--- config.mk ---
export PLATFORM = sky130hd
export DESIGN_NAME = bcd_serial_add_ctrl
export DESIGN_NICKNAME = d
export VERILOG_FILES = /design/src/rtl/bcd_serial_add_ctrl.sv
export SDC_FILE = /design/constraint.sdc
export NUM_CORES = 1
export LEC_CHECK = 0
export BUFFER_PORTS_ARGS = -buffer_cell sky130_fd_sc_hd__buf_2
export CAP_MARGIN = 30
export CORE_UTILIZATION = 58
export DETAILED_ROUTE_END_ITERATION = 16
export GPL_TIMING_DRIVEN = 1
export PLACE_DENSITY = 0.83
export SLEW_MARGIN = 20
export SYNTH_ARGS = -nofsm -noshare
export SYNTH_HDL_FRONTEND = slang
export SYNTH_SLANG_ARGS = --single-unit
--- constraint.sdc ---
create_clock -name clk -period 3.75 [get_ports clk]
set_input_delay 0.1875 -clock clk [delete_from_list [all_inputs] [get_ports clk]]
set_output_delay 0.1875 -clock clk [all_outputs]
set_load 0.01 [all_outputs]
--- src/rtl/bcd_serial_add_ctrl.sv ---
// -----------------------------------------------------------------------------
// bcd_serial_add_ctrl
//
// Adds two packed BCD operands one digit per cycle, least-significant digit
// first. It drives a single external combinational BCD digit adder and keeps
// the decimal carry between digits in a register. This lets one digit adder
// do the work of DIGITS parallel adders, at the cost of DIGITS+1 cycles per
// operation.
//
// Ports
//   clk, rst        rising-edge clock, synchronous active-high reset
//   start           request; taken only while ready=1
//   a, b            packed BCD operands, digit 0 in [3:0]
//   ready           1 in IDLE and DONE (a start will be accepted)
//   busy            1 while digits are being added
//   done            one-cycle pulse; sum/cout/err are valid
//   sum, cout, err  result, decimal carry out, bad-digit flag (held)
//   dig_a, dig_b,
//   dig_cin         operands and carry presented to the shared digit adder
//   dig_s, dig_cout digit sum and carry returned by the shared digit adder
// -----------------------------------------------------------------------------
module bcd_serial_add_ctrl #(
  parameter int DIGITS = 4
) (
  input  logic                  clk,
  input  logic                  rst,
  input  logic                  start,
  input  logic [4*DIGITS-1:0]   a,
  input  logic [4*DIGITS-1:0]   b,
  output logic                  ready,
  output logic                  busy,
  output logic                  done,
  output logic [4*DIGITS-1:0]   sum,
  output logic                  cout,
  output logic                  err,
  output logic [3:0]            dig_a,
  output logic [3:0]            dig_b,
  output logic                  dig_cin,
  input  logic [3:0]            dig_s,
  input  logic                  dig_cout
);

  localparam int W     = 4 * DIGITS;
  localparam int CNT_W = $clog2(DIGITS);
  localparam logic [CNT_W-1:0] LAST_CNT = CNT_W'(DIGITS - 1);

  typedef enum logic [1:0] {
    S_IDLE = 2'd0,
    S_ADD  = 2'd1,
    S_DONE = 2'd2
  } state_e;

  state_e           state_q, state_d;
  logic [W-1:0]     a_sh_q, a_sh_d;
  logic [W-1:0]     b_sh_q, b_sh_d;
  logic [W-1:0]     sum_sh_q, sum_sh_d;
  logic             carry_q, carry_d;
  logic [CNT_W-1:0] cnt_q, cnt_d;
  logic [W-1:0]     sum_q, sum_d;
  logic             cout_q, cout_d;
  logic             err_q, err_d;
  logic             ops_ok;

  // True when every 4-bit digit of v is a legal BCD digit (0..9).
  function automatic logic digits_ok(input logic [W-1:0] v);
    for (int i = 0; i < DIGITS; i++) begin
      if (v[4*i +: 4] > 4'd9) return 1'b0;
    end
    return 1'b1;
  endfunction

  assign ops_ok = digits_ok(a) && digits_ok(b);

  always_comb begin
    // NOTE: every signal gets its hold value first, so no path through the
    // case below can leave one unassigned and infer a latch.
    state_d  = state_q;
    a_sh_d   = a_sh_q;
    b_sh_d   = b_sh_q;
    sum_sh_d = sum_sh_q;
    carry_d  = carry_q;
    cnt_d    = cnt_q;
    sum_d    = sum_q;
    cout_d   = cout_q;
    err_d    = err_q;

    unique case (state_q)
      S_IDLE, S_DONE: begin
        if (start) begin
          sum_d  = '0;
          cout_d = 1'b0;
          if (ops_ok) begin
            state_d  = S_ADD;
            a_sh_d   = a;
            b_sh_d   = b;
            sum_sh_d = '0;
            carry_d  = 1'b0;
            cnt_d    = '0;
            err_d    = 1'b0;
          end else begin
            // Bad digit: skip the adder entirely and report straight away.
            state_d = S_DONE;
            err_d   = 1'b1;
          end
        end else if (state_q == S_DONE) begin
          state_d = S_IDLE;
        end
      end

      S_ADD: begin
        a_sh_d   = a_sh_q >> 4;
        b_sh_d   = b_sh_q >> 4;
        // Result digits enter at the top, so after DIGITS shifts digit 0
        // has reached [3:0].
        sum_sh_d = {dig_s, sum_sh_q[W-1:4]};
        carry_d  = dig_cout;
        cnt_d    = cnt_q + 1'b1;
        if (cnt_q == LAST_CNT) begin
          state_d = S_DONE;
          sum_d   = {dig_s, sum_sh_q[W-1:4]};
          cout_d  = dig_cout;
        end
      end

      default: state_d = S_IDLE;
    endcase
  end

  // NOTE: state registers use non-blocking assignments so every flop samples
  // the values computed before the edge, independent of statement order.
  always_ff @(posedge clk) begin
    if (rst) begin
      state_q  <= S_IDLE;
      a_sh_q   <= '0;
      b_sh_q   <= '0;
      sum_sh_q <= '0;
      carry_q  <= 1'b0;
      cnt_q    <= '0;
      sum_q    <= '0;
      cout_q   <= 1'b0;
      err_q    <= 1'b0;
    end else begin
      state_q  <= state_d;
      a_sh_q   <= a_sh_d;
      b_sh_q   <= b_sh_d;
      sum_sh_q <= sum_sh_d;
      carry_q  <= carry_d;
      cnt_q    <= cnt_d;
      sum_q    <= sum_d;
      cout_q   <= cout_d;
      err_q    <= err_d;
    end
  end

  assign ready   = (state_q == S_IDLE) || (state_q == S_DONE);
  assign busy    = (state_q == S_ADD);
  assign done    = (state_q == S_DONE);
  assign sum     = sum_q;
  assign cout    = cout_q;
  assign err     = err_q;

  // The shared adder sees zeros whenever this block is not using it.
  assign dig_a   = busy ? a_sh_q[3:0] : 4'd0;
  assign dig_b   = busy ? b_sh_q[3:0] : 4'd0;
  assign dig_cin = busy ? carry_q     : 1'b0;

endmodule

==> flow_metrics.tcl <==
set metrics [dict create \
    final_common_cell "buf_2" \
    syn_to_final_growth_pct 15.5 \
    dp_hpwl_um 4780 \
    post-route-util_pct 70.2 \
    std_cell_rows 26 \
    synth.distinct_cells 29 \
    viasPerCell 6.37 \
    sw_frac_of_total_pct 25.3 \
    antenna_cells 0 \
    layout_common_cells "69 x buf_2, 67 x dfxtp_1, 42 x a21oi_1" \
    synth_flop_cell "dfxtp_1" \
    ir_drop_v 0.000247 \
    cts-root-buf "clkbuf_8" \
    syn_nets 410 \
    die-width_um 75.4 \
    drt-initial-drc-count 323 \
    crit_arrival_ns 2.05 \
    hold_path.class "in2reg" \
    grt_pass1_wl_um 12800 \
    num_vias 3107 \
    power_leakage_uw 0.00133 \
    syn_inst 369 \
    rsz0062_at_grt "no" \
    grt_usage_pct 29.3 \
    drc_errors 0 \
    tns_ns 0 \
    setup_violations 0 \
    die_area_sq_um 5690 \
    intPower_uw 1080 \
    ant_nets 0 \
    synth_area_sq_um 3130 \
    clk_path_buf_depth 2 \
    overflow 0 \
    globalplace.congestion 0.823 \
    power_density_nw_per_um2 400 \
    ioPinCount 70 \
    seqPwrFrac_pct 50.1 \
    async_flop_share_pct 0 \
    routed_wl_um 7840 \
    critical_path_class "reg2out" \
    critical_path.max_fanout 59 \
    ys_warn_count 0 \
    ctsResizeCount 0 \
    initial_core_util_pct 60.8 \
    finClkSkew_ns 0.00735 \
    cts_tree "built" \
    status "finished clean" \
    die_y_um 75.4 \
    cts_buffers 9 \
    avgSynthCellArea_sq_um 8.47 \
    drtPass1Iterations 5 \
    power.switching_uw 366 \
    max_freq_mhz 446 \
    period_share_pct 59.7 \
    nets 454 \
    start_kind "flop" \
    combPwrFrac_pct 9.0 \
    yosys_register_bits 67 \
    cp-end-kind "output pin" \
    cts_max_level 3 \
    postCtsHoldBufs 0 \
    antenna_found_initial 0 \
    synth_edf_count 0 \
    cts_setup_buffers 0 \
    finalMaxSlewViolations 0 \
    fin_crit_ns 2.24 \
    hold_viol 0 \
    grt_pass1_vias 2754 \
    post_drt_wl_per_cell_um 16.1 \
    final_layout_size_suffix_gt1_share_pct 23.9 \
    clk_latency_ns 0.34 \
    portBuffers 69 \
    drv_cap 0 \
    maxSlewHeadroom_pct 43.1 \
    grt_max_degree 60 \
    seq_area_frac_synth_pct 42.9 \
    core_area_sq_um 5140 \
    clkPwrFrac_pct 40.9 \
    cts_num_sinks 67 \
    clk_pin_slew_worst_paths_ns 0.07 \
    critPathRequiredTime_ns 3.56 \
    worst_slew_pin_slew_ns 0.854 \
]
## per-layer routing
layer  up-vias  track usage, %  routed length (um)
li1       1502               -                   -
met2       134            45.5                3570
met4         0            14.2                 174
met1      1453            39.3                3550
met3        18            5.69                 534
met5         -               0                   0
## worst max-delay path: stages, from the launching register on
cell and delay, ns:
dfxtp_1 0.43, nand2b_2 0.07, buf_4 0.29, inv_2 0.13, buf_4 0.44, and2_1 0.21
buf_2 0.13
## Yosys cell counts, types with 5 or more instances
master | count | area, sq um
a41oi_1 | 10 | 87.6
buf_6 | 6 | 67.6
nand2b_1 | 5 | 31.3
dfxtp_1 | 67 | 1340
o311ai_1 | 17 | 149
a21oi_1 | 42 | 210
nand3_1 | 18 | 90.1
buf_2 | 18 | 90.1
nand2_1 | 31 | 116
o31ai_1 | 28 | 210
a211oi_1 | 10 | 75.1
nor2_1 | 25 | 93.8
nand4_1 | 24 | 150
o21ai_0 | 8 | 40.0
a311oi_1 | 15 | 131
and2_1 | 9 | 56.3
clkbuf_1 | 20 | 75.1
## power groups by stage
stage | registers, uW | logic (uW) | clock network [uW]
6_report | 722 | 130 | 591
5_1_grt | 723 | 142 | 625
4_1_cts | 722 | 127 | 594
3_5_place_dp | 739 | 127 | 0
3_3_place_gp | 738 | 122 | 0
2_1_floorplan | 738 | 86.3 | 0
## kinds of logic after synthesis
logic type | synth area share (%)
compound gates | 29.9
simple gates | 18.6
flops | 42.9
buf+inv | 8.17
fa+ha+maj | 0.400
## area by class of cell
type | count | area [sq um]
clock buffer | 11 | 141
timing repair buffer | 80 | 444
tap | 70 | 87.6
sequential | 67 | 1340
fill | 446 | 1530
multi-input combinational | 253 | 1530
clock inverter | 5 | 52.6
inverter | 2 | 7.51
## stage by stage
| stage | total power [uW] | hold slack, ns | area [sq um] | cells | setup slack [ns] |
|---|---|---|---|---|---|
| floorplan | 824 | 0.324 | 3130 | 369 | 2.45 |
| CTS | 1440 | 0.0847 | 3610 | 488 | 1.50 |
| finish | 1440 | 0.0934 | 3610 | 488 | 1.51 |
| detailed placement | 865 | 0.443 | 3410 | 472 | 1.52 |
| global placement | 860 | 0.435 | 3380 | 470 | 1.29 |
| global route | 1490 | 0.109 | 3610 | 488 | 1.34 |
## flip-flops by register name, summed over array words and instances, names as in the netlist
signal	count
carry_q	1
sum_sh_q	12
err	1
b_sh_q	16
cnt_q	2
cout	1
state_q	2
a_sh_q	16
sum	16
## final timing paths
kind	slack, ns	depth (start not counted)	end	start
max	1.51	6	dig_a[3]	state_q[0]
min	0.09	3	sum_sh_q[13]	dig_s[1]
max reg2reg	1.74	6	sum[11]	state_q[1]
min reg2reg	0.45	2	sum[5]	sum[5]
Note: power is estimated with default switching activity, not from simulation.
